<file path="src/rtl/uart_string_tx.sv">
// Serial string transmitter: latches a packed ASCII string and a length, then sends the characters back-to-back as UART frames.
// Define UART_PARITY_EN to add an even-parity bit after the data bits (11-bit frames).
module uart_string_tx #(
    parameter int MAX_CHARS = 16,
    parameter int CLK_FREQ  = 100000000,
    parameter int BAUD_RATE = 19200,
    localparam int LW       = $clog2(MAX_CHARS + 1)
) (
    input  logic                   clk,
    input  logic                   reset,
    input  logic                   enable,
    input  logic [LW-1:0]          length,
    input  logic [MAX_CHARS*8-1:0] string_in,
    output logic                   busy,
    output logic                   done,
    output logic [LW-1:0]          char_idx,
    output logic                   tx
);

    localparam int             BAUD_DIV = CLK_FREQ / BAUD_RATE;
    localparam int             BW       = $clog2(BAUD_DIV);
    localparam logic [BW-1:0]  BAUD_TC  = BW'(BAUD_DIV - 1);
    localparam logic [LW-1:0]  MAX_LEN  = LW'(MAX_CHARS);

    typedef enum logic [2:0] {
        S_IDLE,
        S_START,
        S_DATA,
`ifdef UART_PARITY_EN
        S_PARITY,
`endif
        S_STOP,
        S_DONE
    } state_t;

    state_t                 r_state;
    state_t                 w_state_next;
    logic [BW-1:0]          r_baud_cnt;
    logic [2:0]             r_bitcnt;
    logic [2:0]             w_bitcnt_next;
    logic [LW-1:0]          r_char_idx;
    logic [LW-1:0]          w_idx_next;
    logic [LW-1:0]          r_len;
    logic [LW-1:0]          w_len_clamped;
    logic [MAX_CHARS*8-1:0] r_shadow;
    logic                   r_tx;
    logic                   w_tx_next;
    logic                   w_launch;
    logic                   w_baud_tc;
    logic                   w_active;
    logic [7:0]             w_cur_char;

    assign w_baud_tc     = (r_baud_cnt == BAUD_TC);
    assign w_len_clamped = (length > MAX_LEN) ? MAX_LEN : length;
    assign w_active      = (r_state != S_IDLE) && (r_state != S_DONE);

    assign busy     = w_active;
    assign done     = (r_state == S_DONE);
    assign char_idx = r_char_idx;
    assign tx       = r_tx;

    // Character 0 occupies the most significant byte of the shadow register.
    always_comb begin
        w_cur_char = '0;
        for (int unsigned k = 0; k < MAX_CHARS; k++) begin
            if (r_char_idx == LW'(k)) begin
                w_cur_char = r_shadow[(MAX_CHARS-1-k)*8 +: 8];
            end
        end
    end

    always_comb begin
        w_state_next  = r_state;
        w_bitcnt_next = r_bitcnt;
        w_idx_next    = r_char_idx;
        w_launch      = 1'b0;
        case (r_state)
            S_IDLE: begin
                if (enable) begin
                    w_launch     = 1'b1;
                    w_idx_next   = '0;
                    w_state_next = (w_len_clamped == '0) ? S_DONE : S_START;
                end
            end
            S_START: begin
                if (w_baud_tc) begin
                    w_state_next  = S_DATA;
                    w_bitcnt_next = '0;
                end
            end
            S_DATA: begin
                if (w_baud_tc) begin
                    if (r_bitcnt == 3'd7) begin
`ifdef UART_PARITY_EN
                        w_state_next = S_PARITY;
`else
                        w_state_next = S_STOP;
`endif
                    end else begin
                        w_bitcnt_next = r_bitcnt + 3'd1;
                    end
                end
            end
`ifdef UART_PARITY_EN
            S_PARITY: begin
                if (w_baud_tc) begin
                    w_state_next = S_STOP;
                end
            end
`endif
            S_STOP: begin
                if (w_baud_tc) begin
                    if (r_char_idx == r_len - LW'(1)) begin
                        w_state_next = S_DONE;
                    end else begin
                        w_idx_next   = r_char_idx + LW'(1);
                        w_state_next = S_START;
                    end
                end
            end
            S_DONE: begin
                if (!enable) begin
                    w_state_next = S_IDLE;
                end
            end
            default: w_state_next = S_IDLE;
        endcase
    end

    // The line level is computed from the next state so tx comes straight from a flop.
    always_comb begin
        w_tx_next = 1'b1;
        case (w_state_next)
            S_START:  w_tx_next = 1'b0;
            S_DATA:   w_tx_next = w_cur_char[w_bitcnt_next];
`ifdef UART_PARITY_EN
            S_PARITY: w_tx_next = ^w_cur_char;
`endif
            default:  w_tx_next = 1'b1;
        endcase
    end

    always_ff @(posedge clk or posedge reset) begin
        if (reset) begin
            r_state    <= S_IDLE;
            r_tx       <= 1'b1;
            r_bitcnt   <= '0;
            r_baud_cnt <= '0;
            r_char_idx <= '0;
            r_len      <= '0;
            r_shadow   <= '0;
        end else begin
            r_state    <= w_state_next;
            r_tx       <= w_tx_next;
            r_bitcnt   <= w_bitcnt_next;
            r_char_idx <= w_idx_next;
            if (w_launch) begin
                r_shadow <= string_in;
                r_len    <= w_len_clamped;
            end
            if (w_active && !w_baud_tc) begin
                r_baud_cnt <= r_baud_cnt + BW'(1);
            end else begin
                r_baud_cnt <= '0;
            end
        end
    end

endmodule
</file>
<file path="config.mk">
export PLATFORM = sky130hd
export DESIGN_NAME = uart_string_tx
export DESIGN_NICKNAME = d
export VERILOG_FILES = /design/src/rtl/uart_string_tx.sv
export SDC_FILE = /design/constraint.sdc
export NUM_CORES = 1
export LEC_CHECK = 0
export ABC_AREA = 1
export CORE_MARGIN = 2
export CORE_UTILIZATION = 35
export DETAILED_ROUTE_END_ITERATION = 10
export GPL_TIMING_DRIVEN = 0
export PLACE_DENSITY = 0.63
export SLEW_MARGIN = 40
export SYNTH_ARGS = -nofsm -noshare
export SYNTH_HDL_FRONTEND = slang
export SYNTH_SLANG_ARGS = --single-unit
</file>
<file path="constraint.sdc">
create_clock -name clk -period 7.1 [get_ports clk]
set_input_delay 1.42 -clock clk [delete_from_list [all_inputs] [get_ports clk]]
set_output_delay 1.42 -clock clk [all_outputs]
set_load 0.01 [all_outputs]
</file>
==> out/metrics.cfg, run 1 <==
[timing]
rsz0062_at_grt = no
slew_viol_final = 0
worstMarginPinSlew_ps = 685.5
finalSetupViolations = 0
fmax_ghz = 0.3014
relSlewSlack_pct = 54.30
finalHoldViolCount = 0
fin_tns_setup_ps = 0
fin_crit_sh_pct = 46.73
fin_worst_skew_ps = 7.616
fin_crit_ps = 3318

[floorplanning]
core_area_mm2 = 0.02271
floorplan.initialDensity_pct = 35.75
die_height_um = 156.3
dieArea_mm2 = 0.02443
fp.dieW_um = 156.3
num_rows = 55
ios = 144

[drt]
antenna_left = 0
drcViolationCount = 0
wl_per_cell_um = 13.58
totalWireLength_um = 21610
first_iter_violations = 386
drtPass1Iterations = 5
vias = 7347
via_per_inst = 4.615

[clock_tree]
htree_levels = 4
cts_tree = done
post_cts_resize_count = 0
cts_buffers = 17
cts-root-buf = clkbuf_16
clock_latency_ps = 430
ctsHoldBuffers = 0
cts_buffer_depth = 2
clock-sinks = 158
cts_setup_buffers = 0
path_clk_slew_ps = 60

[synth]
yosys_warnings = 0
synthTopCellsByCount = nand2_1, dfrtp_1, inv_1
synth_most_common_cell = nand2_1
netlist.area_leader.share_pct = 48.39
async_flop_share_pct = 100.0
netlist-cell-type-count = 36
synth_fp_nets = 1275
synthTopCellsByArea = dfrtp_1, nand2_1, inv_1, o21ai_0, nand3_1
avgSynthCellArea_um2 = 7.179
synth_top_cell_by_area = dfrtp_1
ys_seq_elements = 158
syn-cell-area_mm2 = 0.008119
synthCells = 1131
synth_edf_count = 0
synth_ff_type = dfrtp_1
seq_area_frac_synth_pct = 48.71

[worst_setup_path]
end_kind = flop
path_cells = clkdlybuf4s50_1, nand3_1, clkinv_1, clkbuf_2, clkbuf_1, nand2_1, nand2_1
critPathSlowestCell = clkdlybuf4s50_1
worstRegToRegCells = 24
arrival_ps = 3680
path_common_cell = nand2_1
path_class = in2reg
cpPeakStageDelay_ps = 510
cp.required_ps = 7460
cp_top_family = buffers and inverters
cp_num_cells = 7
cp_num_buf_inv = 4
crit_fanout = 10
startpoint_type = primary input

[global_routing]
grt_pass1_wl_um = 34890
grt_antenna_before_repair = 0
grt_usage_pct = 18.33
grt_max_degree = 73
grt_pass1_vias = 7125
grt_overflow = 0

[hold_path]
hp-class = reg2reg
hold_path_depth = 1

[power]
power_mw = 1.951
p_leak_nw = 5.462
vdd_drop_max_uv = 142.7
cellPowerDensity_mw_per_mm2 = 184.4

[status]
status = complete, no violations

[finish]
nNetsFinal = 1439
antenna-diode-count = 0
drive_above_1_share_pct = 5.891
post-route-util_pct = 46.58
nFillCells = 2306
syn2layout_area_growth_pct = 30.28

[run]
cap_violations = 0

[placement]
routabilityCongestion = 0.8110
portBuffers = 143
dpl.hpwl_um = 16530

## path summary, 6_finish.rpt
| path | from | end | slack (ps) |
|---|---|---|---|
| max | enable | r_shadow[23]$_DFFE_PP0P_ | 3780 |
| min | r_baud_cnt[0]$_DFF_PP0_ | r_baud_cnt[0]$_DFF_PP0_ | 460 |
| max reg2reg | char_idx[0]$_DFFE_PP0P_ | tx$_DFF_PP1_ | 4080 |
| min reg2reg | r_baud_cnt[0]$_DFF_PP0_ | r_baud_cnt[0]$_DFF_PP0_ | 460 |
| max in group asynchronous | reset | r_shadow[60]$_DFFE_PP0P_ | 5130 |
| min in group asynchronous | reset | r_baud_cnt[7]$_DFF_PP0_ | 1340 |
## registers in the layout, summed over array words and instances (netlist names)
signal	flops
r_shadow	128
r_baud_cnt	13
char_idx	5
r_len	5
r_bitcnt	3
r_state	3
tx	1
## final cells by class
cell class	instances	area [um2]	area share, %
Inverter	137	523.0	4.944
Multi-Input combinational cell	797	3483	32.93
Tap cell	285	356.6	3.371
Clock buffer	17	425.4	4.022
Buffer	39	166.4	1.573
Timing Repair Buffer	145	1486	14.05
Clock inverter	14	181.4	1.715
Sequential cell	158	3955	37.39
## per-stage QoR
stage               cell area, um2  cells  hold slack, ps  worst slack [ps]
floorplan                     8119   1131           432.9              1418
global route                 10580   1592           487.1              3642
global placement              9907   1559           449.6            -890.6
CTS                          10580   1592           470.6              3764
finish                       10580   1592           462.8              3782
detailed placement            9971   1561           459.2              3324
## layout by cell type, fill, tap and decap left out, types with 10 or more instances in the layout
cell type | Yosys | layout
clkbuf_1 | 26 | 25
nor2_1 | 35 | 35
a21oi_1 | 21 | 21
nand3_1 | 54 | 54
inv_2 | 10 | 10
o21ai_0 | 66 | 66
nand2_1 | 532 | 532
inv_1 | 125 | 124
nor3_1 | 14 | 14
dfrtp_1 | 157 | 157
clkbuf_16 | 0 | 17
clkdlybuf4s50_1 | 0 | 143
## logic make-up (layout without fill, tap and decap cells)
kind of cell,Yosys count,count (layout),share of synthesized area [%]
buf+inv,176,352,8.383
flops,158,158,48.71
fa+ha+maj,8,8,1.233
xor+xnor,7,7,0.7551
simple gates,684,684,34.74
compound gates,98,98,6.180
## power by group
part / switching (mW) / total [mW] / internal [mW]
Combinational: 0.0310 / 0.0989 / 0.0678
Sequential: 0 / 0.900 / 0.900
Clock: 0.393 / 0.952 / 0.558
Total: 0.425 / 1.95 / 1.53
## metal layers
| metal | GRT usage, % | up-vias | wire (um) | share of wire (%) |
|---|---|---|---|---|
| met5 | 0 | - | 0 | 0 |
| met4 | 5.548 | 0 | 367 | 1.7 |
| met3 | 3.295 | 26 | 967 | 4.5 |
| met2 | 30.46 | 164 | 10220 | 47 |
| met1 | 24.44 | 3362 | 10060 | 47 |
| li1 | - | 3795 | - | - |
No activity file was read; power rests on OpenSTA's default activity.
==> run 2: changes to the inputs <==
PLACE_DENSITY = 0.65   (was 0.63)
clock period = 3.05 ns   (was 7.1 ns; I/O delays follow)
==> out/metrics.cfg, run 2 (synthesized netlist as in run 1, its figures left out) <==
[finish]
layout_common_cells = nand2_1, dfrtp_1, clkdlybuf4s50_1
largest_reg_flops = 128
stdcell_area_mm2 = 0.01079
top_regs = r_shadow (128), r_baud_cnt (13)
drive_above_1_share_pct = 7.727
layout_commonest_cell = nand2_1
nNetsFinal = 1451
syn2layout_area_growth_pct = 32.95
antenna-diode-count = 0
regMostFlops = r_shadow

[timing]
fin_worst_skew_ps = 10.22
holdWs_ps = 464.0
finalWorstSetupSlack_ps = 236.5
worstMarginPinSlew_ps = 633.1
fin_crit_sh_pct = 92.25
slew_viol_final = 0
finalHoldViolCount = 0
fin_crit_ps = 2814
finalSetupViolations = 0
relSlewSlack_pct = 57.79
fmax_ghz = 0.3554

[worst_setup_path]
path_common_cell = nand2_1
path_class = reg2reg
rr_startpoint = char_idx[0]$_DFFE_PP0P_
arrival_ps = 3170
path_cells = inv_4, ha_1, inv_1, nor2_4, nand2_2, buf_6, o21ai_1, inv_1, nand2_1, nand3_1, nand2_1, nand3_1, nand2_1, nand4_1, nand3_1, nand3_1, nand2_1, nand3_1, nand2_1, nand2_1, a21oi_1, nor2_1, nor2_1, nor2_1
cpPeakStageDelay_ps = 450
cp.required_ps = 3400
critPathSlowestCell = dfrtp_2
startpoint_type = flop
end_kind = flop
r2r_end = tx$_DFF_PP1_
worstRegToRegCells = 24
r2r_slack_ps = 240
crit_fanout = 10

[floorplanning]
die_height_um = 156.3
core_area_mm2 = 0.02271
ios = 144
num_rows = 55
fp.dieW_um = 156.3
floorplan.initialDensity_pct = 35.75
dieArea_mm2 = 0.02443

[placement]
portBuffers = 143
dpl.hpwl_um = 16940
place_area_mm2 = 0.01011
routabilityCongestion = 0.8624
pre_cts_ws_ps = 77.72

[drt]
antenna_left = 0
vias = 7481
totalWireLength_um = 21770
drtPass1Iterations = 5
via_per_inst = 4.661
drcViolationCount = 0
first_iter_violations = 428
wl_per_cell_um = 13.56

[clock_tree]
path_clk_slew_ps = 60
cts-root-buf = clkbuf_16
cts_tree = done
clock-sinks = 158
cts_buffer_depth = 2
clock_latency_ps = 430
cts_buffers = 17
htree_levels = 4

[global_routing]
grt_pass1_wl_um = 35420
grt_pass1_vias = 7184
grt_overflow = 0
grt_max_degree = 25
use_met2_pct = 30.19
busiest_layer = met2
met3_usage_pct = 3.545
grt_usage_pct = 18.52
gr-usage-met1_pct = 25.56
grt_antenna_before_repair = 1

[power]
switching_power_mw = 0.9860
cellPowerDensity_mw_per_mm2 = 414.8
clkPwrFrac_pct = 47.6
pwr-share-seq_pct = 46.8
p_comb_share_pct = 5.6
intPower_mw = 3.491
p_leak_nw = 5.555
swShare_pct = 22.02
vdd_drop_max_uv = 295.7

[hold_path]
holdPathEnd = r_baud_cnt[0]$_DFF_PP0_
hold_path_depth = 1
hp-class = reg2reg
worstHoldStart = r_baud_cnt[0]$_DFF_PP0_

[run]
cap_violations = 0

[status]
status = complete, no violations

## run 2: routing by layer
layer  up-vias  part of all wire (%)
met1      3476                    47
met4         2                  0.92
met5         -                 0.051
met2       169                    47
li1       3819                     -
met3        15                   4.6
## run 2: layout make-up
cell class / instances / area [um2]
Clock buffer: 18 / 429.2
Tap cell: 285 / 356.6
Clock inverter: 14 / 156.4
Sequential cell: 158 / 3958
Fill cell: 2301 / 11920
Multi-Input combinational cell: 797 / 3526
Buffer: 39 / 172.7
Timing Repair Buffer: 157 / 1674
Inverter: 137 / 521.8
## run 2: per-stage QoR
step           cells  setup TNS [ps]  util, %  power (mW)
2_1_floorplan   1131               0        -       2.166
3_3_place_gp    1559         -167150    43.64       2.361
3_5_place_dp    1567               0    44.52       2.391
4_1_cts         1599               0    47.10       4.524
5_1_grt         1605          -31.53    47.53       4.614
6_report        1605               0    47.53       4.477
## run 2: worst max-delay path: cells and delay by family, from the launching register on
family	cells	cell delay, ps
AOI/OAI and AO/OA	2	230
buffers and inverters	4	360
adders and majority gates	1	140
DFF	1	450
and+or+nand+nor	17	1530
## run 2: worst max-delay path by stage
stage,start,to,cells past startpoint
after CTS,char_idx[1]$_DFFE_PP0P_,tx$_DFF_PP1_,24
after global routing,char_idx[1]$_DFFE_PP0P_,tx$_DFF_PP1_,24
final,char_idx[0]$_DFFE_PP0P_,tx$_DFF_PP1_,24
after detailed placement,char_idx[0]$_DFFE_PP0P_,tx$_DFF_PP1_,24
after global placement,reset,r_shadow[48]$_DFFE_PP0P_,2
after floorplan,reset,char_idx[0]$_DFFE_PP0P_,1
## run 2: power by group through the flow
stage	combinational (mW)	clock, mW	sequential (mW)
after CTS	0.258	2.17	2.09
after global routing	0.273	2.25	2.09
after detailed placement	0.257	0	2.13
after global placement	0.226	0	2.14
final	0.253	2.13	2.10
after floorplan	0.0313	0	2.14
## run 2: timing repair
item | 4_1_cts | 5_1_grt
setup buffers | 0 | 6
hold buffers | 0 | 0
gates resized for setup | 0 | 19
setup endpoints to repair | 0 | 1
